## src/rtl/voq_scheduler.sv

```systemverilog
// Slot-based 4x4 crossbar scheduler: snapshots VOQ occupancy, builds a round-robin matching, issues dequeue strobes.
// Optional per-egress grant counters are built when SCHED_STATS_EN is defined.
module voq_scheduler #(
  parameter int unsigned PORT_CNT    = 4,
  parameter int unsigned SEL_WIDTH   = 2,
  parameter int unsigned SLOT_CYCLES = 16
) (
  input  logic                            clk,
  input  logic                            reset,
  input  logic                            experimenting,
  input  logic [PORT_CNT*PORT_CNT-1:0]    is_empty,
  output logic [PORT_CNT-1:0]             sched_en,
  output logic [PORT_CNT*SEL_WIDTH-1:0]   sched_sel,
  output logic [PORT_CNT*SEL_WIDTH-1:0]   xbar_sel,
  output logic [PORT_CNT-1:0]             xbar_valid,
  output logic                            busy
`ifdef SCHED_STATS_EN
  ,
  output logic [PORT_CNT*16-1:0]          grant_cnt
`endif
);

  localparam int unsigned CNT_WIDTH  = $clog2(SLOT_CYCLES);
  localparam int unsigned STAT_WIDTH = 16;

  typedef enum logic [2:0] {
    IDLE  = 3'd0,
    SNAP  = 3'd1,
    MATCH = 3'd2,
    ISSUE = 3'd3,
    WAIT  = 3'd4
  } state_t;

  state_t                               state;
  state_t                               state_nxt;
  logic [CNT_WIDTH-1:0]                 slot_cnt;
  logic [SEL_WIDTH-1:0]                 egr;
  logic [PORT_CNT-1:0][PORT_CNT-1:0]    req;      // req[egress][ingress]
  logic [PORT_CNT-1:0]                  matched;
  logic [PORT_CNT-1:0][SEL_WIDTH-1:0]   ptr;
  logic [PORT_CNT-1:0][SEL_WIDTH-1:0]   gnt_sel;
  logic [PORT_CNT-1:0]                  gnt_vld;

  logic [PORT_CNT-1:0]                  cand;
  logic                                 gnt_hit;
  logic [SEL_WIDTH-1:0]                 gnt_idx;
  logic [SEL_WIDTH-1:0]                 scan_idx;

  // Round-robin arbiter for the egress currently being matched
  always_comb begin
    cand     = req[egr] & ~matched;
    gnt_hit  = 1'b0;
    gnt_idx  = '0;
    scan_idx = '0;
    for (int k = 0; k < PORT_CNT; k++) begin
      scan_idx = ptr[egr] + SEL_WIDTH'(k);
      if (!gnt_hit && cand[scan_idx]) begin
        gnt_hit = 1'b1;
        gnt_idx = scan_idx;
      end
    end
  end

  always_comb begin
    state_nxt = state;
    if (!experimenting) begin
      state_nxt = IDLE;
    end else begin
      case (state)
        IDLE:    if (slot_cnt == '0) state_nxt = SNAP;
        SNAP:    state_nxt = MATCH;
        MATCH:   if (egr == SEL_WIDTH'(PORT_CNT - 1)) state_nxt = ISSUE;
        ISSUE:   state_nxt = WAIT;
        WAIT:    if (slot_cnt == CNT_WIDTH'(SLOT_CYCLES - 1)) state_nxt = SNAP;
        default: state_nxt = IDLE;
      endcase
    end
  end

  always_ff @(posedge clk or negedge reset) begin
    if (!reset) begin
      state <= IDLE;
    end else begin
      state <= state_nxt;
    end
  end

  always_ff @(posedge clk or negedge reset) begin
    if (!reset) begin
      slot_cnt   <= '0;
      egr        <= '0;
      req        <= '0;
      matched    <= '0;
      ptr        <= '0;
      gnt_sel    <= '0;
      gnt_vld    <= '0;
      sched_en   <= '0;
      sched_sel  <= '0;
      xbar_sel   <= '0;
      xbar_valid <= '0;
      busy       <= 1'b0;
    end else begin
      sched_en <= '0;
      busy     <= (state_nxt == SNAP) || (state_nxt == MATCH) || (state_nxt == ISSUE);

      if (!experimenting) begin
        slot_cnt   <= '0;
        xbar_valid <= '0;
      end else if (state == IDLE || slot_cnt == CNT_WIDTH'(SLOT_CYCLES - 1)) begin
        slot_cnt <= '0;
      end else begin
        slot_cnt <= slot_cnt + CNT_WIDTH'(1);
      end

      if (experimenting) begin
        case (state)
          SNAP: begin
            for (int e = 0; e < PORT_CNT; e++) begin
              for (int i = 0; i < PORT_CNT; i++) begin
                req[e][i] <= ~is_empty[i*PORT_CNT + e];
              end
            end
            matched <= '0;
            egr     <= '0;
            gnt_sel <= '0;
            gnt_vld <= '0;
          end
          MATCH: begin
            egr          <= egr + SEL_WIDTH'(1);
            gnt_vld[egr] <= gnt_hit;
            gnt_sel[egr] <= gnt_idx;
            if (gnt_hit) begin
              matched[gnt_idx] <= 1'b1;
              ptr[egr]         <= gnt_idx + SEL_WIDTH'(1);
            end
          end
          ISSUE: begin
            // Invert the egress->ingress matching into per-ingress strobes
            for (int i = 0; i < PORT_CNT; i++) begin
              sched_sel[i*SEL_WIDTH +: SEL_WIDTH] <= '0;
              for (int e = 0; e < PORT_CNT; e++) begin
                if (gnt_vld[e] && gnt_sel[e] == SEL_WIDTH'(i)) begin
                  sched_en[i]                         <= 1'b1;
                  sched_sel[i*SEL_WIDTH +: SEL_WIDTH] <= SEL_WIDTH'(e);
                end
              end
            end
            xbar_sel   <= gnt_sel;
            xbar_valid <= gnt_vld;
          end
          default: ;
        endcase
      end
    end
  end

`ifdef SCHED_STATS_EN
  logic exp_q;

  // Saturating per-egress grant counters, cleared when a run starts
  always_ff @(posedge clk or negedge reset) begin
    if (!reset) begin
      exp_q     <= 1'b0;
      grant_cnt <= '0;
    end else begin
      exp_q <= experimenting;
      if (experimenting && !exp_q) begin
        grant_cnt <= '0;
      end else if (experimenting && state == ISSUE) begin
        for (int e = 0; e < PORT_CNT; e++) begin
          if (gnt_vld[e] && grant_cnt[e*STAT_WIDTH +: STAT_WIDTH] != 16'hFFFF) begin
            grant_cnt[e*STAT_WIDTH +: STAT_WIDTH] <=
              grant_cnt[e*STAT_WIDTH +: STAT_WIDTH] + STAT_WIDTH'(1);
          end
        end
      end
    end
  end
`endif

endmodule

```

## config.mk

```make
export PLATFORM = sky130hd
export DESIGN_NAME = voq_scheduler
export DESIGN_NICKNAME = d
export VERILOG_FILES = /design/src/rtl/voq_scheduler.sv
export SDC_FILE = /design/constraint.sdc
export NUM_CORES = 1
export LEC_CHECK = 0
export ABC_AREA = 1
export CELL_PAD_IN_SITES_DETAIL_PLACEMENT = 1
export CELL_PAD_IN_SITES_GLOBAL_PLACEMENT = 1
export CORE_UTILIZATION = 35
export DETAILED_ROUTE_END_ITERATION = 6
export GPL_TIMING_DRIVEN = 1
export PLACE_DENSITY_LB_ADDON = 0.15
export SLEW_MARGIN = 5
export SYNTH_ARGS = -nofsm -noshare
export SYNTH_HDL_FRONTEND = slang
export SYNTH_SLANG_ARGS = --single-unit
```

## constraint.sdc

```tcl
create_clock -name clk -period 2.86 [get_ports clk]
set_clock_uncertainty 0.1 [all_clocks]
set_input_delay 0.572 -clock clk [delete_from_list [all_inputs] [get_ports clk]]
set_output_delay 0.572 -clock clk [all_outputs]
set_load 0.005 [all_outputs]
```

==> metrics.cfg <==
[clock_network]
worst_skew_pair.late_latency_ns=0.36
cts_tree=yes
clock_tree.buffer_depth=2
cts-root-buf=sky130_fd_sc_hd__clkbuf_8
cts_post_setup_buffers_inserted=0
numCtsBuffers=9
cts.reportedPaths.clkPinSlew_ns=0.10
clock_sink_count=74
clock_tree.htree_level_count=3

[cells_and_area]
regArea_mm2=0.00185
final_net_count=546
post_route_cells_drive_above_1_share_pct=12.5
num_antenna_cells=0
finalInstanceArea_mm2=0.00463
fill_cells=1295
syn_to_final_growth_pct=22.6
final_cell_count_no_fill=658
multi_input_comb_area_mm2=0.00165

[die]
placementRows=37
initial_core_util_pct=36.4
fp.dieArea_mm2=0.0112
floorplan.die.width_um=106
core_area_mm2=0.0104
height_of_the_chip_um=106
design.portCount=44

[sta]
unrepaired_setup_endpoints_after_global_routing=false
period_needed_ns=2.63
final_critical_path_setup_slack_ns=0.233
worst_slew_pin_slew_ns=0.788
final_total_negative_setup_slack_ns=0
post-route-period-util_pct=91.9
finalSetupViolCount=0
final_count_of_hold_timing_violations=0
timing.slew.headroom_pct=47.4
final_max_slew_viol_count=0
achievable-frequency_mhz=381

[grt]
grt_use_total_pct=19.2
gr-total-overflow=0
via_count_of_the_first_global_routing_pass=3376
first_pass_grt_wire_length_mm=16.7
pin_count_of_the_biggest_net_entering_global_routing=75
antenna_found_initial=0

[pwr]
total_design_power_uw=5590
ir_drop_mv=0.658
p_leak_uw=0.00226
power_density_mw_per_mm2=1210

[route]
met2_wirelength_mm=4.89
total_vias_in_the_final_route=3220
detailedRoute.firstPassIterationCount=4
route.final.wire_length_mm=9.65
initialDrtViolationCount=128
wire_per_inst_um=14.7
remaining_drc_errors=0
wl_met1_mm=4.41
route.detailed.vias_per_inst=4.89
highest_signal_layer_in_the_routed_design=met4
detailroute.wirelength.met3_um=228
drt.antenna.violating_nets=0

[placement]
placement.setup.worst_slack_ns=0.168
io_buffers=43
dp_hpwl_mm=7.17
placement.cell_area_mm2=0.00439
numPlacedInstances=642
routabilityCongestion=0.790

[job]
max-cap-violations=0

[synth]
synth_compound_gate_area_share_pct=9.52
ys_top_cells_by_count=sky130_fd_sc_hd__nand2_1, sky130_fd_sc_hd__dfrtp_1, sky130_fd_sc_hd__inv_1
synth_top_cell_area_share_pct=49.1
yosysTopAreaCell=sky130_fd_sc_hd__dfrtp_1
synthesized_cell_area_mm2=0.00377
ys_ff_latch=74
synthAdderAreaFrac_pct=3.32
synth_area_per_inst_um2=8.13
ys_top_cells_by_area=sky130_fd_sc_hd__dfrtp_1, sky130_fd_sc_hd__nand2_1, sky130_fd_sc_hd__nand3_1
combinational_family_with_the_most_area_after_synthesis=simple AND/OR/NAND/NOR gates
synth_fp_nets=493
synth-simple-area-share_pct=30.1
synth.most_common_cell=sky130_fd_sc_hd__nand2_1
synth-warning-count=0
synth_async_sr_flop_share_pct=100
synth_sequential_area_ratio_pct=49.1
synth-main-ff-cell=sky130_fd_sc_hd__dfrtp_1
synth.area.mux_share_pct=0
synth_xor_area_share_pct=0.464
edff_count_synth=0
synth.distinct_cells=35
syn-instance-count=464

[setup_path]
worst-endpoint-arrival_ns=2.77
critPathMaxFanout=10
critical_path.reg2reg.startpoint=egr[0]
critPathRequiredTime_ns=3.01
endpoint_kind_of_the_worst_setup_timing_path=flip-flop
startpoint_type=flip-flop
regToRegSetupSlack_ns=0.23
criticalPathCategory=flip-flop to flip-flop
worst-r2r-cell-count=15
rr_endpoint=matched[2]

[hold_path]
type_of_the_tightest_min_delay_check=primary input to asynchronous set/reset pin

[run_status]
run_status=completed

-- layout make-up --
class | count | area share [%]
Clock buffer | 9 | 2.68
Clock inverter | 7 | 2.16
Inverter | 58 | 4.87
Multi-Input combinational cell | 322 | 35.6
Sequential cell | 74 | 40.1
Tap cell | 136 | 3.68
Timing Repair Buffer | 52 | 10.9
-- flip-flops by register name (all words and copies together) (netlist names) --
signal and flops:
gnt_vld 4, matched 4, req 16, ptr 8, egr 2, xbar_sel 8
gnt_sel 8, slot_cnt 4, sched_en 4, xbar_valid 4, state 3, sched_sel 8
busy 1
-- cells by family (layout without fill, tap and decap cells) --
logic type,count (synthesis),after routing
adders and majority gates,10,10
xor gates and xnor gates,2,2
AOI/OAI and AO/OA,63,63
DFF,74,74
buffers and inverters,68,126
and+or+nand+nor,247,247
-- metrics by stage --
stage               util (%)  hold slack [ns]
floorplan                  -            0.176
global placement        42.3            0.357
detailed placement      42.3            0.363
CTS                     44.5            0.134
global route            44.6            0.144
finish                  44.6            0.116
-- how the worst max path moves through the flow --
stage,start,endpoint,slack (ns),cells past startpoint
2_1_floorplan,egr[0],matched[2],0.56,16
3_3_place_gp,egr[0],ptr[1],0.23,14
3_5_place_dp,egr[0],ptr[5],0.17,14
4_1_cts,egr[0],ptr[3],0.15,14
5_1_grt,egr[0],matched[2],0.007,16
6_report,egr[0],matched[2],0.23,15
-- layout by cell type, fill, tap and decap left out, drive strengths merged, types with 2 or more instances in the layout --
cell | synthesis | layout
a21oi | 8 | 8
a311oi | 2 | 2
a31oi | 2 | 2
buf | 4 | 10
bufinv | 0 | 2
clkbuf | 6 | 9
clkdlybuf4s50 | 0 | 42
clkinv | 2 | 5
dfrtp | 74 | 74
ha | 10 | 10
inv | 56 | 58
nand2 | 156 | 156
nand3 | 53 | 53
nand4 | 8 | 8
nor2 | 19 | 19
nor3 | 3 | 3
o21a | 3 | 3
o21ai | 45 | 45
or2 | 7 | 7
-- what timing repair did --
item,4_1_cts,5_1_grt
hold buffers,0,0
gates resized for setup,0,4
setup endpoints to repair,0,8
-- worst max-delay path, cell delays in order, from the launching register on --
cell and delay [ns]:
sky130_fd_sc_hd__dfrtp_2 0.49, sky130_fd_sc_hd__buf_4 0.20, sky130_fd_sc_hd__nand2_1 0.08, sky130_fd_sc_hd__nand3_1 0.09, sky130_fd_sc_hd__nand2_1 0.12, sky130_fd_sc_hd__nand3_1 0.16
sky130_fd_sc_hd__nand3_2 0.14, sky130_fd_sc_hd__nand2_4 0.07, sky130_fd_sc_hd__nand2_1 0.10, sky130_fd_sc_hd__nand3_2 0.13, sky130_fd_sc_hd__nor2_2 0.16, sky130_fd_sc_hd__nor2_4 0.07
sky130_fd_sc_hd__ha_1 0.18, sky130_fd_sc_hd__or2_2 0.27, sky130_fd_sc_hd__nand4_1 0.09, sky130_fd_sc_hd__nand2_1 0.06
-- per-layer routing --
layer  vias up  GRT usage (%)
li1       1599              -
met1      1557           23.7
met2        51           33.9
met3        13           3.53
met4         0           5.95
met5         -              0
-- power by group --
part           total [uW]  leakage (uW)  switching, uW  internal [uW]
Combinational        2980       0.00117           1880           1100
Clock                 940      0.000114            440            499
Sequential           1670      0.000974            274           1400
Note: power is estimated with default switching activity, not from simulation.
